--- src/rtl/shift_add_mul_pkg.sv ---
// Shared types and select encodings for the shift-add multiplier controller.
package shift_add_mul_pkg;

  localparam int unsigned WIDTH_DEFAULT = 32;
  localparam int unsigned CNT_W_DEFAULT = 6;

  typedef enum logic [1:0] {
    StIdle = 2'b00,
    StLoad = 2'b01,
    StRun  = 2'b10,
    StDone = 2'b11
  } state_e;

  localparam logic SEL_LOAD  = 1'b1;
  localparam logic SEL_SHIFT = 1'b0;
  localparam logic ADD_ACC   = 1'b0;
  localparam logic ADD_HOLD  = 1'b1;
  localparam logic PROD_CLR  = 1'b1;
  localparam logic PROD_SUM  = 1'b0;

endpackage

--- src/rtl/mul_iter_counter.sv ---
// Iteration counter: synchronous clear, increment, and wrap at terminal count WIDTH-1.
module mul_iter_counter #(
  parameter int unsigned WIDTH = 32,
  parameter int unsigned CNT_W = 6
) (
  input  logic             clk,
  input  logic             rst_n,
  input  logic             clr,
  input  logic             inc,
  output logic [CNT_W-1:0] cnt,
  output logic             tc
);

  localparam logic [CNT_W-1:0] Last = CNT_W'(WIDTH - 1);

  logic [CNT_W-1:0] cnt_q, cnt_d;

  assign tc  = (cnt_q == Last);
  assign cnt = cnt_q;

  always_comb begin
    cnt_d = cnt_q;
    if (clr) begin
      cnt_d = '0;
    end else if (inc) begin
      cnt_d = tc ? '0 : cnt_q + CNT_W'(1);
    end
  end

  always_ff @(posedge clk or negedge rst_n) begin
    if (!rst_n) begin
      cnt_q <= '0;
    end else begin
      cnt_q <= cnt_d;
    end
  end

endmodule

--- src/rtl/shift_add_mul_ctrl.sv ---
// Sequencing FSM for the shift-add multiplier datapath (IDLE/LOAD/RUN/DONE).
// Optional early termination on an all-zero B register: SHIFT_ADD_MUL_EARLY_TERM_EN.
module shift_add_mul_ctrl
  import shift_add_mul_pkg::*;
#(
  parameter int unsigned WIDTH = WIDTH_DEFAULT,
  parameter int unsigned CNT_W = CNT_W_DEFAULT
) (
  input  logic             Clock,
  input  logic             Reset_n,
  input  logic             iStart,
  input  logic             iB_LSB,
`ifdef SHIFT_ADD_MUL_EARLY_TERM_EN
  input  logic             iB_Zero,
`endif
  output logic             oB_Sel,
  output logic             oA_Sel,
  output logic             oAdd_Sel,
  output logic             oProd_Sel,
  output logic             oShift_Enable,
  output logic             oBusy,
  output logic             oDone,
  output logic [CNT_W-1:0] oIter
);

  state_e           state_q, state_d;
  logic             running;
  logic             early_exit;
  logic             tc;
  logic [CNT_W-1:0] cnt;

  assign running = (state_q == StRun);

`ifdef SHIFT_ADD_MUL_EARLY_TERM_EN
  assign early_exit = running & iB_Zero;
`else
  assign early_exit = 1'b0;
`endif

  // Clearing outside RUN keeps oIter at zero and discards a partial count on early exit.
  mul_iter_counter #(
    .WIDTH(WIDTH),
    .CNT_W(CNT_W)
  ) u_iter_counter (
    .clk  (Clock),
    .rst_n(Reset_n),
    .clr  (~running | early_exit),
    .inc  (running),
    .cnt  (cnt),
    .tc   (tc)
  );

  always_ff @(posedge Clock or negedge Reset_n) begin
    if (!Reset_n) begin
      state_q <= StIdle;
    end else begin
      state_q <= state_d;
    end
  end

  always_comb begin
    state_d = state_q;
    unique case (state_q)
      StIdle: if (iStart) state_d = StLoad;
      StLoad: state_d = StRun;
      StRun:  if (tc || early_exit) state_d = StDone;
      StDone: state_d = StIdle;
      default: state_d = StIdle;
    endcase
  end

  always_comb begin
    oB_Sel        = SEL_SHIFT;
    oA_Sel        = SEL_SHIFT;
    oAdd_Sel      = ADD_HOLD;
    oProd_Sel     = PROD_SUM;
    oShift_Enable = 1'b0;
    oBusy         = 1'b0;
    oDone         = 1'b0;
    oIter         = cnt;
    unique case (state_q)
      StIdle: ;
      StLoad: begin
        oB_Sel    = SEL_LOAD;
        oA_Sel    = SEL_LOAD;
        oProd_Sel = PROD_CLR;
        oBusy     = 1'b1;
      end
      StRun: begin
        oShift_Enable = 1'b1;
        oBusy         = 1'b1;
        // Mealy path: accumulate only when the current B bit is set.
        oAdd_Sel      = (iB_LSB && !early_exit) ? ADD_ACC : ADD_HOLD;
      end
      StDone: oDone = 1'b1;
      default: ;
    endcase
  end

endmodule

--- config.mk ---
export PLATFORM = sky130hd
export DESIGN_NAME = shift_add_mul_ctrl
export DESIGN_NICKNAME = d
export VERILOG_FILES = /design/src/rtl/shift_add_mul_pkg.sv /design/src/rtl/mul_iter_counter.sv /design/src/rtl/shift_add_mul_ctrl.sv
export SDC_FILE = /design/constraint.sdc
export NUM_CORES = 1
export LEC_CHECK = 0
export CAP_MARGIN = 20
export CORE_AREA = 2 2 39 41
export DETAILED_ROUTE_END_ITERATION = 10
export DIE_AREA = 0 0 41 43
export GPL_TIMING_DRIVEN = 0
export REMOVE_ABC_BUFFERS = 1
export SLEW_MARGIN = 0
export SYNTH_ARGS = -nofsm -noshare
export SYNTH_HDL_FRONTEND = slang
export SYNTH_SLANG_ARGS = --single-unit
--- constraint.sdc ---
create_clock -name Clock -period 1.7 [get_ports Clock]
set_input_delay 0.51 -clock Clock [delete_from_list [all_inputs] [get_ports Clock]]
set_output_delay 0.51 -clock Clock [all_outputs]
set_load 0.01 [all_outputs]
======== Word level (Yosys, flattened, before mapping) ========
Index checks and enable logic that the tools add are counted.
storage, ports and cells
  flip-flop bits (word level) ............. 8
  output and inout bits ................... 13
cells by class
  add/subtract/negate cells ............... 1
  eq/ne operators ......................... 6
  muxes and demuxes ....................... 11
  reduce and logical (&&, ||, !) cells .... 3
operator list
  operator                                                               number
  6-bit two-way mux                                                      2
  2-bit one-hot mux with 4 select lines                                  1
  6-bit by 1-bit adder with 6-bit output, second input constant          1
  6-bit by 5-bit equality test with 1-bit output, second input constant  1
  1-bit two-way mux                                                      6
  2-bit equality test, second input constant                             2
  2-bit two-way mux                                                      2
  2-bit by 1-bit equality test with 1-bit output, second input constant  1
  2-bit zero test                                                        1
  2-bit by 1-bit != test with 1-bit output, second input constant        1
  2-bit != test, second input constant                                   1
  2-bit AND reduction                                                    1
  2-bit OR reduction                                                     1

======== Logic depth before layout (Yosys ltp) ========
Gate-level depths: netlist of the first run.
  word-level depth ........................ 3
  gate-level depth with buffers ........... 5

======== Hierarchy ========
Synthesis of the first run repeated with hierarchy kept, for this count alone.
second synthesis, totals
  cell total of the unflattened synthesis .. 51
  area, all modules ....................... 516.7 um2
by module, submodules not included
  module              instances  cells each  area each (um2)
  mul_iter_counter    1          33          321.6
  shift_add_mul_ctrl  1          18          195.2

======== Least setup slack after synthesis of the first run ========
Ideal clock, no wire load.
  path type ............................... reg2out
  from .................................... reg state_q[0]
  to ...................................... out oAdd_Sel
  data arrival time ....................... 0.900 ns
  path slack .............................. 0.290 ns
  stages on the path, launching flop included .. 4
  cells stage by stage .................... dfrtp_1 inv_1 ha_1 nand2_1
on the way
  word-level cells in the longest chain between the ends .. 2
ends and longest elaborated chain
  item                    RTL line                  source
  from (decl)             shift_add_mul_ctrl.sv:26  state_e state_q, state_d;
  from (signal assigned)  shift_add_mul_ctrl.sv:55  state_q <= StIdle;
  from (signal assigned)  shift_add_mul_ctrl.sv:57  state_q <= state_d;
  2-bit equality test     shift_add_mul_ctrl.sv:81  unique case (state_q)
  1-bit two-way mux       shift_add_mul_ctrl.sv:81
  to (decl)               shift_add_mul_ctrl.sv:18  output logic oAdd_Sel,
Every way passes these cells.

======== Worst setup path after layout of the first run ========
  from .................................... reg state_q[1]
  to ...................................... out oAdd_Sel
The elaborated chain is that of the path after synthesis.

==> results.sh, run 1 <==
export IMPL_area_growth_pct=57.34
export IMPL_outcome="complete, but fails checks"
export IMPL_cts_tree="done"
export IMPL_p_leak_nw=0.3610
export IMPL_grt_max_degree=9
export IMPL_rsz0062_at_grt="yes"
export IMPL_fin_hold_ws_ns=0.4840
export IMPL_slew_headroom_pct=75.15
export IMPL_synth_edf_count=0
export IMPL_final_util_pct=51.36
export IMPL_drcViolationCount=0
export IMPL_fillCellCount=149
export IMPL_fin_nets=77
export IMPL_synth_area_sq_um=451.7
export IMPL_drtAntennaViolNets=0
export IMPL_grt_overflow_total=0
export IMPL_die_y_um=43
export IMPL_cp_end_kind="output port"
export IMPL_critPathLaunchType="flop"
export IMPL_path_max_fanout=4
export IMPL_clk_latency_ns=0.25
export IMPL_period_share_pct=100.1
export IMPL_clock_sinks=8
export IMPL_initial_utilization_pct=32.64
export IMPL_drv_cap=0
export IMPL_worstSetupPathType="flop to output port"
export IMPL_violations="negative setup slack"
export IMPL_cp_required_ns=1.19
export IMPL_synth_largest_area_cell="dfrtp_1"
export IMPL_cts_root_buf="clkbuf_4"
export IMPL_design_area_sq_um=710.7
export IMPL_hold_depth=1
export IMPL_antenna_found_initial=0
export IMPL_rows=14
export IMPL_grt_pass1_vias=356
export IMPL_timing_fmax_ghz=0.5879
export IMPL_drive_gt1_share_pct=42.42
export IMPL_vdd_ir_drop_max_v=0.0006748
export IMPL_ys_ff_latch=8
export IMPL_dpl_hpwl_um=636.5
export IMPL_finalWirelength_um=984
export IMPL_post_drt_wl_per_cell_um=12.00
export IMPL_gp_congestion=0.6565
export IMPL_yosysWarnings=0
export IMPL_placed_area_sq_um=616.8
export IMPL_synth_flop_cell="dfrtp_1"
export IMPL_setup_violations=1
export IMPL_hold_violations=0
export IMPL_vias=385
export IMPL_clk_pin_slew_ns=0.05
export IMPL_synth_async_reset_ratio_pct=100.0
export IMPL_period_minus_slack_ns=1.701
export IMPL_die_x_um=41
export IMPL_cp_arrival_ns=1.19
export IMPL_netlist_area_leader_share_pct=44.32
export IMPL_grtUsageTotal_pct=13.69
export IMPL_synth_commonest_cells="8 x dfrtp_1, 5 x ha_1"
export IMPL_cts_htree_levels=1
export IMPL_clock_skew_ns=0.0009149
export IMPL_ff2ff_path_depth=7
export IMPL_synthCells=42
export IMPL_synth_cell_types=20
export IMPL_synth_area_leaders="dfrtp_1 44%, ha_1 14%, xor2_1 5.8%, o32ai_2 3.6%, o21ai_0 3.3%"
export IMPL_drv_slew=0
export IMPL_io_pins=17
export IMPL_antennaDiodeCount=0
export IMPL_coreArea_sq_um=1384
export IMPL_hold_path_class="flop to flop"
export IMPL_layout_setup_ws_ns=-0.0009565
export IMPL_synth_seq_area_share_pct=44.32
export IMPL_syn_avg_cell_area_sq_um=10.75
export IMPL_cts_made_buffers=3
export IMPL_dr_pass1_iters=4
export IMPL_power_density_nw_per_um2=1549
export IMPL_worst_pin_slew_ns=0.3702
export IMPL_design_die_area_sq_um=1763
export IMPL_drtIter0Drc=2
export IMPL_post_synth_top_count_cell="dfrtp_1"
export IMPL_viasPerCell=4.695
export IMPL_grt_pass1_wl_mm=1.559
export IMPL_preCtsSetupSlack_ns=-0.3030
export IMPL_numPortBuffers=16
export IMPL_clock_path_buffers=2
## cell families (layout without fill, tap and decap cells)
kind of cell	Yosys count	count (layout)	share of synthesized area (%)
compound gates	8	8	13.57
simple gates	13	13	16.62
fa+ha+maj	5	5	13.85
xor+xnor	3	3	5.818
buf+inv	5	29	5.816
flops	8	8	44.32
## placed cells by master (no fill, tap or decap)
cell type,n
dfrtp_1,8
buf_2,5
buf_6,5
clkdlybuf4s50_1,4
dlygate4sd2_1,4
buf_4,4
xor2_1,3
nor2_1,3
o21ai_0,3
clkbuf_4,3
and2_1,2
inv_2,2
ha_4,2
ha_2,2
nand3_2,1
nand2b_1,1
o21ai_1,1
nand3_1,1
nand2_1,1
or3_1,1
a21oi_2,1
nand2_2,1
inv_1,1
o21a_1,1
nor2b_1,1
nor3_2,1
o32ai_2,1
o22a_1,1
ha_1,1
dlymetal6s2s_1,1
## layer usage
layer / wire length, um / track usage (%)
met5: 0 / 0
met3: 68 / 2.618
met1: 401 / 15.99
met4: 17 / 10.00
met2: 497 / 20.94
## final cells by class
cell class | instances | area [sq um] | area share [%]
inverters | 3 | 11.26 | 1.585
repair buffers | 23 | 198.9 | 27.99
flip-flops and latches | 8 | 200.2 | 28.17
multi-input cells | 29 | 257.7 | 36.27
well taps | 16 | 20.02 | 2.817
clock buffers | 3 | 22.52 | 3.169
## final timing paths
check	end	start	slack, ns
hold / removal	u_iter_counter.cnt[0]	u_iter_counter.cnt[0]	0.48
setup reg to reg	state_q[1]	state_q[1]	0.20
setup / recovery	oAdd_Sel	state_q[1]	-0.001
min in group asynchronous	u_iter_counter.cnt[1]	Reset_n	0.54
hold reg to reg	u_iter_counter.cnt[0]	u_iter_counter.cnt[0]	0.48
max in group asynchronous	u_iter_counter.cnt[4]	Reset_n	0.89
## where the power goes
part	internal, mW	leakage (nW)	switching, mW	total [mW]
Combinational	0.373	0.240	0.308	0.681
Clock	0.0806	0.0138	0.0619	0.143
Sequential	0.236	0.107	0.0405	0.277
Total	0.690	0.361	0.411	1.10
## what timing repair did
item | in CTS | in global routing
resized for setup | 40 | 6
pin swaps | 2 | 0
setup buffers | 6 | 1
hold buffers | 0 | 0
setup endpoints to repair | 11 | 8
endpoints found under the hold margin | 0 | 0
## worst max-delay path: stages, from the launching register on
cell,delay (ns)
dfrtp_1,0.39
buf_6,0.13
buf_6,0.11
ha_4,0.16
nand2_2,0.06
buf_6,0.09
## through the flow
step / cells / TNS [ns] / power, mW
global placement: 72 / -0.6059 / 0.8111
finish: 82 / -0.0009565 / 1.101
floorplan: 40 / 0 / 0.5593
detailed placement: 72 / -0.6391 / 0.8129
CTS: 81 / -0.02958 / 1.056
global route: 82 / -0.1263 / 1.180
## state kept, by name (all words and copies together) (netlist names)
name and cells:
u_iter_counter.cnt 6, state_q 2
Power figures use the tool's default switching activity.
==> run 2, diff against run 1 <==
--- a/config.mk
+++ b/config.mk
@@ -7,6 +7,7 @@
 export LEC_CHECK = 0
 export CAP_MARGIN = 20
 export CORE_AREA = 2 2 39 41
+export CTS_CLUSTER_DIAMETER = 100
 export DETAILED_ROUTE_END_ITERATION = 10
 export DIE_AREA = 0 0 41 43
 export GPL_TIMING_DRIVEN = 0
==> results of run 2 <==
Same layout as run 1: the final DEF is identical, and so are final timing and power.
